==> src/rtl/mul_seq.sv <==
// Sequencer for a shift-add 16x16 unsigned multiply and a double-length left shift.
// It drives the control strobes of an external AC/SH/A datapath and reads back its status bits.
module mul_seq (
   input  logic       clk,
   input  logic       MCL,
   input  logic       START,
   input  logic       OP,
   input  logic [3:0] N,
   input  logic       SH0,
   input  logic       SH15,
   input  logic       AC0,
   input  logic       CO,
   output logic       BUSY,
   output logic       DONE,
   output logic       AKL,
   output logic       ACKL,
   output logic       SHKL,
   output logic       M,
   output logic       C,
   output logic       SHM,
   output logic       SHX,
   output logic       BC0,
   output logic       BC15,
   output logic [1:0] SHS,
   output logic [2:0] SL,
   output logic [3:0] S
);

   typedef enum logic [2:0] {
      ST_IDLE  = 3'd0,
      ST_LDSH  = 3'd1,
      ST_CLRAC = 3'd2,
      ST_ADD   = 3'd3,
      ST_SHF   = 3'd4,
      ST_SHL   = 3'd5,
      ST_FIN   = 3'd6
   } state_t;

   state_t     r_state;
   state_t     w_next;
   logic [3:0] r_cnt;
   logic [3:0] w_cnt_next;
   logic       r_cy;
   logic       w_cy_next;

   // State, iteration counter and carry flop; master clear acts immediately.
   always_ff @(posedge clk or posedge MCL) begin
      if (MCL) begin
         r_state <= ST_IDLE;
         r_cnt   <= 4'd0;
         r_cy    <= 1'b0;
      end else begin
         r_state <= w_next;
         r_cnt   <= w_cnt_next;
         r_cy    <= w_cy_next;
      end
   end

   // Next-state, counter and carry update.
   always_comb begin
      w_next     = r_state;
      w_cnt_next = r_cnt;
      w_cy_next  = r_cy;
      case (r_state)
         ST_IDLE: begin
            if (START) begin
               w_cnt_next = N;
               if (!OP) begin
                  w_next = ST_LDSH;
               end else if (N != 4'd0) begin
                  w_next = ST_SHL;
               end else begin
                  w_next = ST_FIN;
               end
            end else begin
               w_next = ST_IDLE;
            end
         end
         ST_LDSH: begin
            w_next = ST_CLRAC;
         end
         ST_CLRAC: begin
            w_next     = ST_ADD;
            w_cnt_next = 4'd15;
         end
         ST_ADD: begin
            w_next    = ST_SHF;
            w_cy_next = CO;
         end
         ST_SHF: begin
            if (r_cnt == 4'd0) begin
               w_next = ST_FIN;
            end else begin
               w_next     = ST_ADD;
               w_cnt_next = r_cnt - 4'd1;
            end
         end
         ST_SHL: begin
            // A zero count here is unreachable; treat it like the last step.
            w_cnt_next = r_cnt - 4'd1;
            if (r_cnt <= 4'd1) begin
               w_next = ST_FIN;
            end else begin
               w_next = ST_SHL;
            end
         end
         ST_FIN: begin
            w_next = ST_IDLE;
         end
         default: begin
            w_next     = ST_IDLE;
            w_cnt_next = 4'd0;
            w_cy_next  = 1'b0;
         end
      endcase
   end

   // Datapath control decode from the current state.
   always_comb begin
      BUSY = 1'b0;
      DONE = 1'b0;
      AKL  = 1'b0;
      ACKL = 1'b0;
      SHKL = 1'b0;
      M    = 1'b0;
      C    = 1'b0;
      SHM  = 1'b0;
      SHX  = 1'b0;
      BC0  = 1'b0;
      BC15 = 1'b0;
      SHS  = 2'd0;
      SL   = 3'd0;
      S    = 4'd0;
      case (r_state)
         ST_IDLE: begin
            BUSY = 1'b0;
         end
         ST_LDSH: begin
            BUSY = 1'b1;
            AKL  = 1'b1;
            SL   = 3'd7;
            M    = 1'b1;
            S    = 4'o17;
            SHKL = 1'b1;
            SHS  = 2'd3;
         end
         ST_CLRAC: begin
            BUSY = 1'b1;
            M    = 1'b1;
            S    = 4'o14;
            ACKL = 1'b1;
         end
         ST_ADD: begin
            BUSY = 1'b1;
            SL   = 3'd3;
            ACKL = 1'b1;
            if (SH0) begin
               S = 4'o01;
            end else begin
               S = 4'o03;
            end
         end
         ST_SHF: begin
            // Carry enters AC from the top while AC[0] moves into SH.
            BUSY = 1'b1;
            SL   = 3'd4;
            BC0  = r_cy;
            M    = 1'b1;
            S    = 4'o17;
            ACKL = 1'b1;
            SHKL = 1'b1;
            SHS  = 2'd2;
            SHM  = AC0;
         end
         ST_SHL: begin
            BUSY = 1'b1;
            SL   = 3'd5;
            BC15 = SH15;
            M    = 1'b1;
            S    = 4'o17;
            ACKL = 1'b1;
            SHKL = 1'b1;
            SHS  = 2'd1;
            SHX  = 1'b0;
         end
         ST_FIN: begin
            BUSY = 1'b1;
            DONE = 1'b1;
         end
         default: begin
            BUSY = 1'b0;
         end
      endcase
   end

endmodule

==> config.mk <==
export PLATFORM = sky130hd
export DESIGN_NAME = mul_seq
export DESIGN_NICKNAME = d
export VERILOG_FILES = /design/src/rtl/mul_seq.sv
export SDC_FILE = /design/constraint.sdc
export NUM_CORES = 1
export LEC_CHECK = 0
export CORE_MARGIN = 2
export CORE_UTILIZATION = 45
export DETAILED_ROUTE_END_ITERATION = 6
export GPL_TIMING_DRIVEN = 1
export HOLD_SLACK_MARGIN = 0.08
export PLACE_DENSITY = 0.93
export SLEW_MARGIN = 40
export SYNTH_ARGS = -nofsm -noshare
export SYNTH_HDL_FRONTEND = slang
export SYNTH_SLANG_ARGS = --single-unit
==> constraint.sdc <==
create_clock -name clk -period 4.7 [get_ports clk]
set_input_delay 1.41 -clock clk [delete_from_list [all_inputs] [get_ports clk]]
set_output_delay 1.41 -clock clk [all_outputs]
set_load 0.005 [all_outputs]
==> reports/metrics.csv <==
metric,value,unit
routed_wl,1907,um
fin_crit_sh,84.53,%
fillers,124,
wl_per_cell,14.02,um
track_usage,20.38,%
layout-drive-gt1-share,7.500,%
mostFrequentLayoutCells,"clkdlybuf4s50_1 (29), nand2_1 (8), a21oi_1 (8), dfrtp_1 (8)",
slew_headroom,48.85,%
clk_latency,0.25,ns
gp_congestion,0.8375,
rows,14,
core-area,1541,sq um
arrival,2.56,ns
cts_buffers,3,
placed_cells,133,
syn_area,752.0,sq um
hold_viol,0,
root_buffer,clkbuf_4,
yosysTopAreaCellShare,26.62,%
synth_top_cell_by_area,dfrtp_1,
synth.avg_cell_area,8.000,sq um
fin_setup_tns,0,ns
slew_viol_final,0,
path_class,input port to output pin,
setup_viol,0,
die_y,44.88,um
ant_nets,0,
endpoint_kind,output pin,
reg2reg_from,r_state[1],
maxCapViolCount,0,
final_core_utilization,67.53,%
post_cts_buffers,0,
crit_path_end,SHM,
cp-startpoint,AC0,
hp-class,register to register,
rsz0062_at_grt,no,
final_common_cell,clkdlybuf4s50_1,
antenna_found_initial,0,
area_growth,38.44,%
ys_top_cells_by_area,"dfrtp_1 (27%), ha_1 (10%), a21oi_1 (5.3%), buf_4 (5.0%), a22o_1 (4.7%)",
pin_count,32,
stdcell_count,136,
p_per_area,739.2,nW/um^2
leakage,0.4463,nW
fmax,251.7,MHz
initial_core_util,48.78,%
seq_area_frac_synth,26.62,%
cts.clk_slew.worst_paths,0.05,ns
ys_warn_count,0,
grt.overflow.total,0,
cts_tree,yes,
synth_seq_cells,8,
r2r_end,r_cnt[0],
post-route-drc-count,0,
cts_max_path_buffers,2,
synth_cells,94,
cts.sinks,8,
finalClockSkew,0.0004952,ns
rrSetupSlack,2.57,ns
grt_pass1_vias,714,
worstPathMaxFanout,1,
r2r_cells,4,
firstDrtPassIters,4,
h-tree-depth,1,
layout.nets,140,
vias_per_cell,5.765,
holdPathStages,2,
min_period,3.973,ns
num_vias,784,
cts_resized,0,
hpwl,1549,um
dieWidth,44.88,um
grt_pass1_wl,3077,um
required,3.29,ns
io_buffers,29,
postCtsHoldBufs,0,
outcome,"complete, no violations",
die-area,2014,sq um
ys_types,34,
dr.first_iter.drc_count,30,
worst_slew_pin_slew,0.7673,ns
vdd_drop_max,391.6,uV
grt_max_degree,26,
start_kind,input port,
num_antenna_cells,0,
[report_power, final]
| group | total [mW] | internal (mW) | switching [mW] |
|---|---|---|---|
| Clock | 0.0518 | 0.0292 | 0.0226 |
| Combinational | 0.537 | 0.304 | 0.234 |
| Sequential | 0.181 | 0.101 | 0.0794 |
| Total | 0.770 | 0.434 | 0.336 |
[layer usage]
metal | vias to the layer above | wire length, um | track usage, %
met5 | - | 0 | 0
met4 | 0 | 21 | 10.00
met3 | 4 | 92 | 1.200
met2 | 32 | 978 | 35.94
met1 | 364 | 814 | 25.12
li1 | 384 | - | -
[registers in the layout, indices dropped and copies added, names as in the netlist]
name / cells
r_cy: 1
r_cnt: 4
r_state: 3
[final cells by class]
cell class | count | area [sq um] | area share [%]
Clock buffer | 3 | 22.52 | 2.163
Inverter | 9 | 33.78 | 3.245
Multi-Input combinational cell | 71 | 474.2 | 45.55
Sequential cell | 8 | 200.2 | 19.23
Tap cell | 16 | 20.02 | 1.923
Timing Repair Buffer | 29 | 290.3 | 27.88
[synth_stat cells (all sizes together)]
cell / instances
a21boi: 2
a21o: 2
a21oi: 8
a221o: 1
a22o: 4
a311oi: 1
a31oi: 1
and3: 2
buf: 7
conb: 1
dfrtp: 8
ha: 6
inv: 9
nand2: 8
nand2b: 1
nand3b: 1
nor2: 8
nor3: 2
nor3b: 2
nor4: 1
nor4b: 1
o211ai: 1
o21ai: 9
o22ai: 2
o2bb2ai: 1
o31ai: 1
o32a: 1
xnor2: 3
[worst max-delay path: stages]
cell	delay (ns)
clkdlybuf4s50_1	0.45
nor3b_1	0.17
clkdlybuf4s50_1	0.53
[worst min path at each step]
stage	start	end	slack [ns]
after global placement	r_cy	r_cy	0.47
final	r_cy	r_cy	0.52
after global routing	r_cy	r_cy	0.58
after CTS	r_cy	r_cy	0.53
after detailed placement	r_cy	r_cy	0.52
after floorplan	r_cy	r_cy	0.45
[stage by stage]
step                setup slack [ns]  power, mW  hold WS, ns  area [sq um]
floorplan                      1.680     0.4879       0.4476         755.7
global placement              0.7361     0.6944       0.4727          1018
detailed placement            0.7225     0.7158       0.5199          1018
CTS                           0.7212     0.7683       0.5314          1041
global route                  0.6724     0.8325       0.5829          1041
finish                        0.7272     0.7695       0.5171          1041
[kinds of logic after synthesis]
kind of cell               synth area share [%]
AOI/OAI and AO/OA                         31.12
buffers and inverters                     10.82
and+or+nand+nor                           17.47
xor gates and xnor gates                  3.495
DFF                                       26.62
other                                    0.4987
adders and majority gates                 9.983
(Power assumes the default switching activity.)
